==> src/rtl/imm_pkg.sv <==
// rtl/imm_pkg.sv - shared immediate-encoding constants, state enum and field helpers
package imm_pkg;

  // ImmSrc mode encoding shared with the extender decode
  localparam logic [1:0] IMM_DP  = 2'b00;
  localparam logic [1:0] IMM_DP1 = 2'b01;
  localparam logic [1:0] IMM_BR  = 2'b10;
  localparam logic [1:0] IMM_ILL = 2'b11;

  // Result field widths
  localparam int VAL_W  = 32;
  localparam int ENC_W  = 24;
  localparam int ROT_W  = 4;
  localparam int IMM8_W = 8;

  typedef enum logic [1:0] {
    IDLE   = 2'd0,
    SEARCH = 2'd1,
    DONE   = 2'd2
  } state_t;

  // Data-processing immediate field: {12'b0, rot, imm8}
  function automatic logic [ENC_W-1:0] dp_field(input logic [ROT_W-1:0] rot,
                                                input logic [IMM8_W-1:0] imm8);
    return {{(ENC_W-ROT_W-IMM8_W){1'b0}}, rot, imm8};
  endfunction

  // A branch offset fits imm24 when word aligned and bits 31:26 replicate bit 25
  function automatic logic br_ok(input logic [VAL_W-1:0] v);
    return (v[1:0] == 2'b00) && (v[31:26] == {6{v[25]}});
  endfunction

endpackage

==> src/rtl/imm_rot_check.sv <==
// rtl/imm_rot_check.sv - tests one rotation candidate: rotl(value, 2r) fits in 8 bits
module imm_rot_check
  import imm_pkg::*;
(
  input  logic [VAL_W-1:0]  value,
  input  logic [ROT_W-1:0]  r,
  output logic              hit,
  output logic [IMM8_W-1:0] imm8
);

  logic [4:0]       w_sh;
  logic [VAL_W-1:0] w_t;

  // Even rotate amount; a right shift by 32 yields zero, so r=0 passes value through
  assign w_sh = {r, 1'b0};
  assign w_t  = (value << w_sh) | (value >> (6'd32 - {1'b0, w_sh}));

  assign hit  = (w_t[VAL_W-1:IMM8_W] == '0);
  assign imm8 = w_t[IMM8_W-1:0];

endmodule

==> src/rtl/imm_encoder.sv <==
// rtl/imm_encoder.sv - inverse immediate extender: value/offset to rot+imm8 or imm24
module imm_encoder
  import imm_pkg::*;
#(
  parameter int N_ROT = 16
) (
  input  logic              clk,
  input  logic              reset,
  input  logic              in_valid,
  output logic              in_ready,
  input  logic [VAL_W-1:0]  value,
  input  logic [1:0]        mode,
  output logic              out_valid,
  input  logic              out_ready,
  output logic [ENC_W-1:0]  enc,
  output logic              ok,
  output logic              busy
);

  localparam logic [ROT_W-1:0] LAST_ROT = ROT_W'(N_ROT - 1);

  state_t             r_state;
  logic [VAL_W-1:0]   r_value;
  logic [ROT_W-1:0]   r_rot;
  logic [ENC_W-1:0]   r_enc;
  logic               r_ok;

  logic [VAL_W-1:0]   w_chk_value;
  logic [ROT_W-1:0]   w_chk_rot;
  logic               w_hit;
  logic [IMM8_W-1:0]  w_imm8;

  // Candidate 0 is tested straight from the request in the accept cycle, so a
  // match at rotation k is reported k+1 cycles after accept; SEARCH then walks
  // the registered copy from rotation 1 upward.
  assign w_chk_value = (r_state == IDLE) ? value : r_value;
  assign w_chk_rot   = (r_state == IDLE) ? '0 : r_rot;

  imm_rot_check u_rot_check (
    .value (w_chk_value),
    .r     (w_chk_rot),
    .hit   (w_hit),
    .imm8  (w_imm8)
  );

  assign in_ready  = (r_state == IDLE);
  assign busy      = (r_state == SEARCH);
  assign out_valid = (r_state == DONE);
  assign enc       = r_enc;
  assign ok        = r_ok;

  // Control FSM: accept, rotation search, result hold until consumed
  always_ff @(posedge clk or posedge reset) begin
    if (reset) begin
      r_state <= IDLE;
      r_value <= '0;
      r_rot   <= '0;
      r_enc   <= '0;
      r_ok    <= 1'b0;
    end else begin
      case (r_state)
        IDLE: begin
          if (in_valid) begin
            r_value <= value;
            r_rot   <= '0;
            if (mode == IMM_BR) begin
              r_enc   <= br_ok(value) ? value[25:2] : '0;
              r_ok    <= br_ok(value);
              r_state <= DONE;
            end else if (mode == IMM_ILL) begin
              r_enc   <= '0;
              r_ok    <= 1'b0;
              r_state <= DONE;
            end else if (w_hit) begin
              r_enc   <= dp_field('0, w_imm8);
              r_ok    <= 1'b1;
              r_state <= DONE;
            end else if (N_ROT <= 1) begin
              r_enc   <= '0;
              r_ok    <= 1'b0;
              r_state <= DONE;
            end else begin
              r_rot   <= ROT_W'(1);
              r_state <= SEARCH;
            end
          end
        end
        SEARCH: begin
          if (w_hit) begin
            r_enc   <= dp_field(r_rot, w_imm8);
            r_ok    <= 1'b1;
            r_rot   <= '0;
            r_state <= DONE;
          end else if (r_rot == LAST_ROT) begin
            r_enc   <= '0;
            r_ok    <= 1'b0;
            r_rot   <= '0;
            r_state <= DONE;
          end else begin
            r_rot   <= r_rot + ROT_W'(1);
          end
        end
        DONE: begin
          if (out_ready) begin
            r_state <= IDLE;
          end
        end
        default: r_state <= IDLE;
      endcase
    end
  end

endmodule

==> config.mk <==
export PLATFORM = sky130hd
export DESIGN_NAME = imm_encoder
export DESIGN_NICKNAME = d
export VERILOG_FILES = /design/src/rtl/imm_pkg.sv /design/src/rtl/imm_rot_check.sv /design/src/rtl/imm_encoder.sv
export SDC_FILE = /design/constraint.sdc
export NUM_CORES = 1
export LEC_CHECK = 0
export CAP_MARGIN = 20
export CORE_MARGIN = 2
export CORE_UTILIZATION = 45
export DETAILED_ROUTE_END_ITERATION = 12
export GPL_ROUTABILITY_DRIVEN = 0
export GPL_TIMING_DRIVEN = 0
export PLACE_DENSITY_LB_ADDON = 0.3
export SYNTH_ARGS = -nofsm -noshare
export SYNTH_HDL_FRONTEND = slang
export SYNTH_HIERARCHICAL = 1
export SYNTH_SLANG_ARGS = --single-unit
==> constraint.sdc <==
create_clock -name clk -period 5.64 [get_ports clk]
set_clock_uncertainty 0.1 [all_clocks]
set_input_delay 1.128 -clock clk [delete_from_list [all_inputs] [get_ports clk]]
set_output_delay 1.128 -clock clk [all_outputs]
set_load 0.1 [all_outputs]
==> run_results.csv, run 1 <==
group,metric,value,unit
outcome,status,"completed",
worst_setup_path,end_kind,"flip-flop",
clocking,cts_made_buffers,9,
synthesis,yosysMostFrequentCell,"nand2_1",
clocking,clockBufferDepth,2,
synthesis,synthCells,571,
pwr,leakagePower,2.47,nW
worst_setup_path,cp_max_fo,10,
clocking,clk_pin_slew,0.08,ns
synthesis,netlist_area,4760,µm²
sta,period_needed,5.44,ns
sta,max_freq,184,MHz
layout,final_area,5860,µm²
route,detail_route.wirelength,14700,µm
pwr,ir_worst_vdd,0.000432,V
route,num_vias,4794,
clocking,cts_num_sinks,63,
route,viasPerCell,6.06,
route,first_iter_violations,490,
die,io_pins,66,
sta,finalCritPeriodShare,96.4,%
synthesis,synth_area_leaders,"dfrtp_1, nand2_1, mux2_2",
sta,timing.slew.headroom,34.3,%
layout,diodes,0,
worst_setup_path,startpoint_type,"flip-flop",
synthesis,ys_top_cells_by_count,"nand2_1, dfrtp_1, mux2_2",
synthesis,ys.flop_type,"dfrtp_1",
layout,seq_area,1580,µm²
worst_setup_path,worstSetupPathType,"flip-flop to flip-flop",
pwr,power-per-cell-area,712,nW/µm²
clocking,insertion_delay,0.37,ns
grt,grt_use_total,26.5,%
pwr,finalPower,0.00417,W
layout,area_growth,23.1,%
grt,grt_pass1_wl,23800,µm
grt,grt_overflow,0,
die,start_util,46.3,%
die,rows,37,
route,drc_errors,0,
synthesis,synth_top_area_share,33.1,%
synthesis,netlist-cell-type-count,60,
synthesis,synth_top_cell_by_area,"dfrtp_1",
sta,fin_ws,0.203,ns
worst_setup_path,arrival,5.61,ns
worst_setup_path,required,5.81,ns
placement,port_buffers,65,
synthesis,synth_edf_count,0,
route,ant_nets,0,
sta,rsz0062_at_grt,"false",
sta,worst_pin_slew,0.982,ns
die,core,10300,µm²
layout,drive_above_1_share,16.5,%
layout,fill_cells,958,
synthesis,seq_area_frac_synth,33.1,%
die,die_area,11400,µm²
grt,grt_pass1_vias,4641,
sta,timing.final.hold_violations,0,
grt,grt_antenna_before_repair,0,
placement,dp_hpwl,11000,µm
placement,place_area,5600,µm²
layout,nNetsFinal,690,
clocking,cts_max_level,3,
route,wl_per_cell,18.5,µm
synthesis,ys_ff_latch,63,
die,die_w,107,µm
grt,grt_max_degree,43,
sta,setup_viol,0,
clocking,clockRootBuffer,"clkbuf_8",
clocking,cts_tree,"yes",
die,die_y,107,µm
layout,finish.utilization,57.0,%
synthesis,synth_fp_nets,611,
placement,place_ws,-0.509,ns
hold_path,hold_path_class,"flip-flop to flip-flop",
sta,drv_slew,0,
synthesis,ys_async_sr_fraction,100,%
layout,multi_input_area,2980,µm²
synthesis,ys_warn_count,6,
route,dr.pass1.iters,5,
synthesis,avgSynthCellArea,8.34,µm²
run,maxCapViolations,0,
final cells by class:
type	instances	area share, %
tap	136	2.91
multi-input combinational	459	50.9
buffer	39	3.55
timing repair buffer	68	11.7
sequential	63	26.9
clock buffer	11	2.41
inverter	10	0.684
clock inverter	5	0.961
cell usage in the layout (no fill, tap or decap), types with 4 or more instances in the layout:
cell type        count
a211oi_1            14
a21oi_1             31
a22oi_1              5
a32oi_1              5
buf_2               14
buf_4                4
clkbuf_1            16
clkbuf_8            10
clkdlybuf4s50_1     65
dfrtp_1             63
inv_1                8
mux2_2              41
mux2i_1             23
mux4_2               8
nand2_1            142
nand3_1              8
nor2_1              34
nor2b_1              9
nor3_1              15
nor4_1               4
o211ai_1             7
o21ai_0             30
o21ai_1             15
o22ai_1             11
routing by layer:
| metal | share of wire (%) | track usage, % | up-vias | wire length, µm |
|---|---|---|---|---|
| met4 | 3.3 | 10.9 | 0 | 481 |
| met5 | 0 | 0 | - | 0 |
| met1 | 43 | 35.7 | 2264 | 6310 |
| li1 | - | - | 2217 | - |
| met3 | 7.6 | 4.56 | 48 | 1120 |
| met2 | 46 | 42.3 | 265 | 6740 |
metrics by stage:
stage | cells | hold WS (ns) | TNS, ns
detailed placement | 773 | 0.358 | -6.76
global route | 791 | 0.393 | 0
global placement | 772 | 0.354 | -5.02
CTS | 791 | 0.378 | 0
floorplan | 571 | 0.342 | 0
finish | 791 | 0.378 | 0
worst paths after layout:
path	start	to	slack (ns)	cells after the start
hold / removal	r_value[8]	r_value[8]	0.38	2
setup / recovery	r_state[1]	enc[5]	0.20	21
min in group asynchronous	reset	r_value[3]	1.01	2
max in group asynchronous	reset	r_value[20]	3.83	3
hold reg to reg	r_value[8]	r_value[8]	0.38	2
setup reg to reg	r_state[1]	enc[5]	0.20	21
worst max-delay path: stages (launching register included):
cell and delay, ns:
dfrtp_1 0.32, buf_2 0.21, nor2_1 0.08, clkbuf_4 0.22
clkbuf_4 0.23, nor2b_1 0.12, clkbuf_1 0.32, inv_1 0.24
ha_1 0.28, xor2_2 0.26, buf_6 0.19, mux4_2 0.31
nand2_1 0.09, o21ai_1 0.10, or4_1 0.48, o31ai_1 0.31
o211a_1 0.34, buf_2 0.26, inv_1 0.15, a221oi_4 0.48
a22oi_1 0.15, o21ai_1 0.10
state kept, by name, indices dropped and copies added, names as in the netlist:
signal and flops:
r_value 32, enc 24, r_rot 4, r_state 2, ok 1
cells by family (layout without fill, tap and decap cells):
group / count (synthesis) / count (layout) / share of synthesized area, %
xor+xnor: 2 / 2 / 0.368
fa+ha+maj: 2 / 2 / 0.526
mux: 73 / 73 / 18.6
simple gates: 240 / 240 / 23.3
buf+inv: 49 / 133 / 4.97
compound gates: 142 / 142 / 19.1
flops: 63 / 63 / 33.1
power breakdown:
| part | switching (W) | internal, W |
|---|---|---|
| sequential | 0.0000905 | 0.000603 |
| clock | 0.000201 | 0.000217 |
| combinational | 0.00191 | 0.00115 |
| total | 0.00220 | 0.00197 |
what timing repair did:
item,CTS,global route
endpoints found under the setup margin,26,26
resized for setup,5,11
pin swaps,1,1
hold buffers,0,0
buffers inserted,2,0
(Power assumes the default switching activity.)
==> run 2: changes to the inputs <==
Settings changed: RECOVER_POWER from default to 25.
==> run_results.csv, run 2 (synthesized netlist as in run 1, its figures left out) <==
group,metric,value,unit
clocking,clockBufferDepth,2,
die,die_w,107,µm
pwr,leakagePower,2.46,nW
clocking,clockRootBuffer,"clkbuf_8",
sta,rsz0062_at_grt,"false",
die,core,10300,µm²
hold_path,min_to,"r_value[6]",
run,maxCapViolations,1,
layout,finish.utilization,56.8,%
die,die_y,107,µm
outcome,status,"complete, but fails checks",
worst_setup_path,cp_common_cell,"clkbuf_4",
worst_setup_path,worstSetupPathType,"flip-flop to flip-flop",
pwr,finalPower,0.00417,W
route,num_vias,4781,
hold_path,holdCritStartpoint,"r_value[6]",
layout,largest-register,"r_value",
pwr,power-per-cell-area,713,nW/µm²
sta,max_freq,184,MHz
worst_setup_path,arrival,5.60,ns
route,first_iter_violations,510,
placement,dp_hpwl,11000,µm
grt,grt_max_degree,43,
layout,nNetsFinal,690,
route,drc_errors,0,
layout,final_cell_mix,"nand2_1, clkdlybuf4s50_1, dfrtp_1, mux2_2, nor2_1",
worst_setup_path,startpoint_type,"flip-flop",
worst_setup_path,critPathBufInv,9,
layout,fill_cells,960,
pwr,ir_worst_vdd,0.000431,V
worst_setup_path,r2r_slack,0.21,ns
placement,place_area,5600,µm²
clocking,cts_num_sinks,63,
sta,timing.slew.headroom,-53.5,%
grt,grt_pass1_vias,4641,
layout,layout_commonest_cell,"nand2_1",
worst_setup_path,cp_max_fo,10,
route,wl_per_cell,18.5,µm
grt,grt_use_total,26.5,%
hold_path,min_delay_path_depth,2,
clocking,cts_tree,"yes",
worst_setup_path,r2r-start,"r_state[1]",
placement,port_buffers,65,
clocking,cts_made_buffers,9,
layout,multi_input_area,2980,µm²
die,io_pins,66,
worst_setup_path,crit_family,"buffers and inverters",
layout,largest_reg_flops,32,
sta,period_needed,5.43,ns
sta,finalCritPeriodShare,96.2,%
sta,drv_slew,43,
route,ant_nets,0,
clocking,clk_pin_slew,0.08,ns
route,detail_route.wirelength,14600,µm
worst_setup_path,cp_slowest_cell,"or4_1",
layout,area_growth,22.7,%
grt,grt_pass1_wl,23800,µm
clocking,insertion_delay,0.37,ns
grt,grt_antenna_before_repair,0,
route,dr.pass1.iters,6,
layout,diodes,0,
worst_setup_path,required,5.81,ns
hold_path,hold_path_class,"flip-flop to flip-flop",
layout,final_area,5840,µm²
route,viasPerCell,6.04,
outcome,violations,"capacitance limit, slew limit",
worst_setup_path,r2r-end,"enc[5]",
die,die_area,11400,µm²
sta,timing.final.hold_violations,0,
grt,grt_overflow,0,
worst_setup_path,end_kind,"flip-flop",
worst_setup_path,crit_chain,"buf_2, nor2_1, clkbuf_4, clkbuf_4, nor2b_1, buf_6, inv_4, clkbuf_4, ha_1, xor2_2, buf_6, mux4_2, nand2_1, o21ai_1, or4_1, o31ai_1, o211a_1, buf_2, inv_1, a221oi_4, a22oi_1, o21ai_1",
worst_setup_path,ff2ff_path_depth,22,
sta,setup_viol,0,
sta,hold_slack,0.377,ns
layout,seq_area,1580,µm²
die,start_util,46.3,%
worst_setup_path,crit_path_max_incr_delay,0.48,ns
die,rows,37,
layout,drive_above_1_share,16.2,%
sta,worst_pin_slew,2.30,ns
clocking,cts_max_level,3,
run 2: changes by cell type in the layout (fill, tap and decap cells not counted):
cell / delta
inv_1: +1
clkbuf_1: +1
clkdlybuf4s50_1: -1
dlygate4sd3_1: +1
inv_2: -1
buf_12: -1
run 2: power by group:
| group | internal [W] | switching, W | leakage [nW] |
|---|---|---|---|
| registers | 0.000603 | 0.0000891 | 0.813 |
| clock network | 0.000217 | 0.000201 | 0.0997 |
| logic | 0.00115 | 0.00191 | 1.55 |
run 2: through the flow:
stage,worst slack [ns],cells,setup TNS (ns)
4_1_cts,0.0207,791,0
5_1_grt,0.0205,791,0
3_5_place_dp,-0.509,773,-6.76
6_report,0.212,791,0
3_3_place_gp,-0.411,772,-5.02
2_1_floorplan,0.442,571,0
run 2: worst min-delay path, stage by stage, from the launching register on:
cell	delay (ns)
dfrtp_1	0.34
nand2_1	0.05
nand2_1	0.06
run 2: area by class of cell:
type	count	area share, %
tap	136	2.91
timing repair buffer	68	11.5
clock inverter	5	0.964
multi-input combinational	459	51.0
sequential	63	27.0
inverter	10	0.686
clock buffer	11	2.42
buffer	39	3.56
run 2: repair_timing:
item | in CTS | in global routing
pin swaps | 1 | 1
setup buffers | 2 | 0
setup endpoints to repair | 26 | 26
resized for setup | 5 | 11
hold buffers | 0 | 0
gates cloned | 0 | 0
run 2: layer usage:
layer  GRT usage, %  wire length [µm]  vias up
met4           10.9               427        0
met5              0                 0        -
li1               -                 -     2217
met2           42.3              6820      221
met1           35.7              6400     2300
met3           4.56               997       43
run 2: worst max path at each step:
| stage | startpoint | to | slack [ns] | cells after the start |
|---|---|---|---|---|
| after global placement | r_state[1] | enc[5] | -0.41 | 21 |
| after detailed placement | r_state[1] | enc[5] | -0.51 | 22 |
| after floorplan | r_state[1] | enc[2] | 0.44 | 22 |
| after global routing | r_state[1] | enc[15] | 0.02 | 21 |
| after CTS | r_state[1] | enc[10] | 0.02 | 22 |
| final | r_state[1] | enc[5] | 0.21 | 22 |
==> run 3: changes to the inputs <==
Settings changed: ABC_AREA from default to 1, CAP_MARGIN 20 to default.
==> run_results.csv, run 3 <==
group,metric,value,unit
outcome,status,"complete, but fails checks",
outcome,violations,"capacitance limit, slew limit",
route,num_vias,6110,
worst_setup_path,r2r_slack,0.71,ns
synthesis,synth_area_leaders,"dfrtp_1, nand2_1, nand3_1",
sta,drv_slew,32,
sta,max_freq,203,MHz
clocking,clockBufferDepth,2,
clocking,cts_made_buffers,9,
synthesis,ys.flop_type,"dfrtp_1",
grt,grt_max_degree,34,
route,viasPerCell,5.57,
sta,timing.slew.headroom,-11.6,%
layout,drive_above_1_share,10.2,%
placement,dp_hpwl,13400,µm
synthesis,seq_area_frac_synth,29.2,%
synthesis,netlist-cell-type-count,40,
layout,largest-register,"r_value",
route,wl_per_cell,15.6,µm
worst_setup_path,r2r-start,"r_state[1]",
synthesis,ys_warn_count,6,
die,core,11600,µm²
clocking,cts_tree,"yes",
die,io_pins,66,
clocking,ctsHoldBuffers,0,
layout,largest_reg_flops,32,
worst_setup_path,cp_max_fo,10,
die,die_area,12900,µm²
synthesis,synth_fp_nets,911,
run,maxCapViolations,1,
layout,finish.utilization,56.8,%
die,die_w,113,µm
layout,diodes,0,
clocking,insertion_delay,0.33,ns
synthesis,ys_ff_latch,63,
layout,final_cell_mix,"nand2_1, nand3_1, clkdlybuf4s50_1, dfrtp_1, inv_1",
synthesis,avgSynthCellArea,6.19,µm²
sta,finalSetupTns,0,ns
clocking,cts_num_sinks,63,
synthesis,synth_edf_count,0,
synthesis,ys_top_cells_by_count,"nand2_1, nand3_1, dfrtp_1",
synthesis,ys_async_sr_fraction,100,%
worst_setup_path,arrival,5.04,ns
grt,grt_pass1_wl,28100,µm
route,detail_route.wirelength,17100,µm
hold_path,min_to,"enc[4]",
hold_path,min_delay_path_depth,2,
route,first_iter_violations,602,
synthesis,synth_top_cell_by_area,"dfrtp_1",
route,drc_errors,0,
hold_path,holdCritStartpoint,"enc[4]",
route,ant_nets,0,
layout,layout_commonest_cell,"nand2_1",
sta,period_needed,4.93,ns
clocking,cts_max_level,3,
die,rows,39,
synthesis,synthCells,871,
die,start_util,46.6,%
grt,grt_pass1_vias,5691,
sta,worst_pin_slew,1.67,ns
worst_setup_path,required,5.74,ns
clocking,ctsResizeCount,0,
synthesis,netlist_area,5390,µm²
sta,finalCritPeriodShare,87.5,%
grt,grt_overflow,0,
worst_setup_path,r2r-end,"enc[10]",
worst_setup_path,startpoint_type,"flip-flop",
layout,area_growth,21.7,%
route,dr.pass1.iters,5,
grt,grt_antenna_before_repair,0,
sta,setup_viol,0,
die,die_y,113,µm
grt,grt_use_total,27.3,%
hold_path,hold_path_class,"flip-flop to flip-flop",
synthesis,synth_top_area_share,29.2,%
sta,rsz0062_at_grt,"false",
clocking,clockRootBuffer,"clkbuf_16",
clocking,cts_setup_buffers,0,
layout,nNetsFinal,988,
sta,timing.final.hold_violations,0,
worst_setup_path,end_kind,"flip-flop",
clocking,clk_pin_slew,0.06,ns
placement,port_buffers,65,
synthesis,yosysMostFrequentCell,"nand2_1",
worst_setup_path,ff2ff_path_depth,27,
worst_setup_path,worstSetupPathType,"flip-flop to flip-flop",
[run 3: changes by cell type in the layout (fill, tap and decap cells not counted), moves of 21 or more]
cell	delta
o21ai_1	+36
mux2_2	-41
mux2i_1	-23
nand2_1	+191
inv_1	+48
a21oi_1	-21
nand3_1	+114
[run 3: worst max-delay path by stage]
stage	start	slack [ns]	to	depth (start not counted)
2_1_floorplan	r_state[1]	1.11	enc[1]	27
3_3_place_gp	r_state[1]	0.86	enc[10]	27
3_5_place_dp	r_state[1]	0.82	enc[10]	27
4_1_cts	r_state[1]	0.80	enc[10]	27
5_1_grt	r_state[1]	0.39	enc[0]	29
6_report	r_state[1]	0.71	enc[10]	27
[run 3: per-stage QoR]
stage | hold WS [ns] | setup WS, ns | cell area [µm²] | std cells
after detailed placement | 0.364 | 0.821 | 6240 | 1080
after floorplan | 0.359 | 1.11 | 5390 | 871
after CTS | 0.379 | 0.800 | 6580 | 1096
final | 0.380 | 0.706 | 6560 | 1096
after global routing | 0.404 | 0.390 | 6560 | 1096
after global placement | 0.366 | 0.858 | 6220 | 1079
[run 3: routing by layer]
| metal | routed length, µm | GRT usage [%] | vias to the layer above |
|---|---|---|---|
| met5 | 0 | 0 | - |
| met4 | 432 | 9.27 | 0 |
| met3 | 1420 | 4.89 | 40 |
| met2 | 7700 | 43.2 | 289 |
| met1 | 7510 | 37.8 | 2794 |
| li1 | - | - | 2987 |
[run 3: critical path: stages, from the launching register on]
cell	delay [ns]
dfrtp_1	0.40
nor2_2	0.17
buf_2	0.27
buf_1	0.44
nor2_1	0.07
buf_2	0.20
inv_2	0.17
buf_4	0.22
ha_1	0.25
buf_4	0.17
inv_2	0.10
buf_2	0.22
nand3_1	0.12
nand2_1	0.12
nand2_1	0.06
nand2_1	0.08
nand2_1	0.05
nor2_1	0.08
nand3_1	0.08
nand2_1	0.06
nand2_1	0.07
a21oi_2	0.35
nor2_1	0.12
nand2_1	0.15
nand4_4	0.19
buf_4	0.22
a21oi_1	0.16
a21boi_1	0.10
[run 3: kinds of logic after synthesis]
logic type / Yosys count / synth area share, %
AOI/OAI and AO/OA: 135 / 14.5
xor gates and xnor gates: 2 / 0.673
adders and majority gates: 2 / 0.464
buffers and inverters: 116 / 10.7
DFF: 63 / 29.2
and+or+nand+nor: 553 / 44.4
[run 3: area by class of cell]
class / instances / area, µm²
clock buffers: 10 / 229
fillers: 1104 / 5000
repair buffers: 66 / 654
plain buffers: 46 / 310
clock inverters: 6 / 109
multi-input cells: 692 / 3240
well taps: 143 / 179
flip-flops and latches: 63 / 1580
inverters: 70 / 268
Power of run 3 is not shown: default switching activity piles up to over one toggle a cycle in this logic, so the estimate is an artifact.
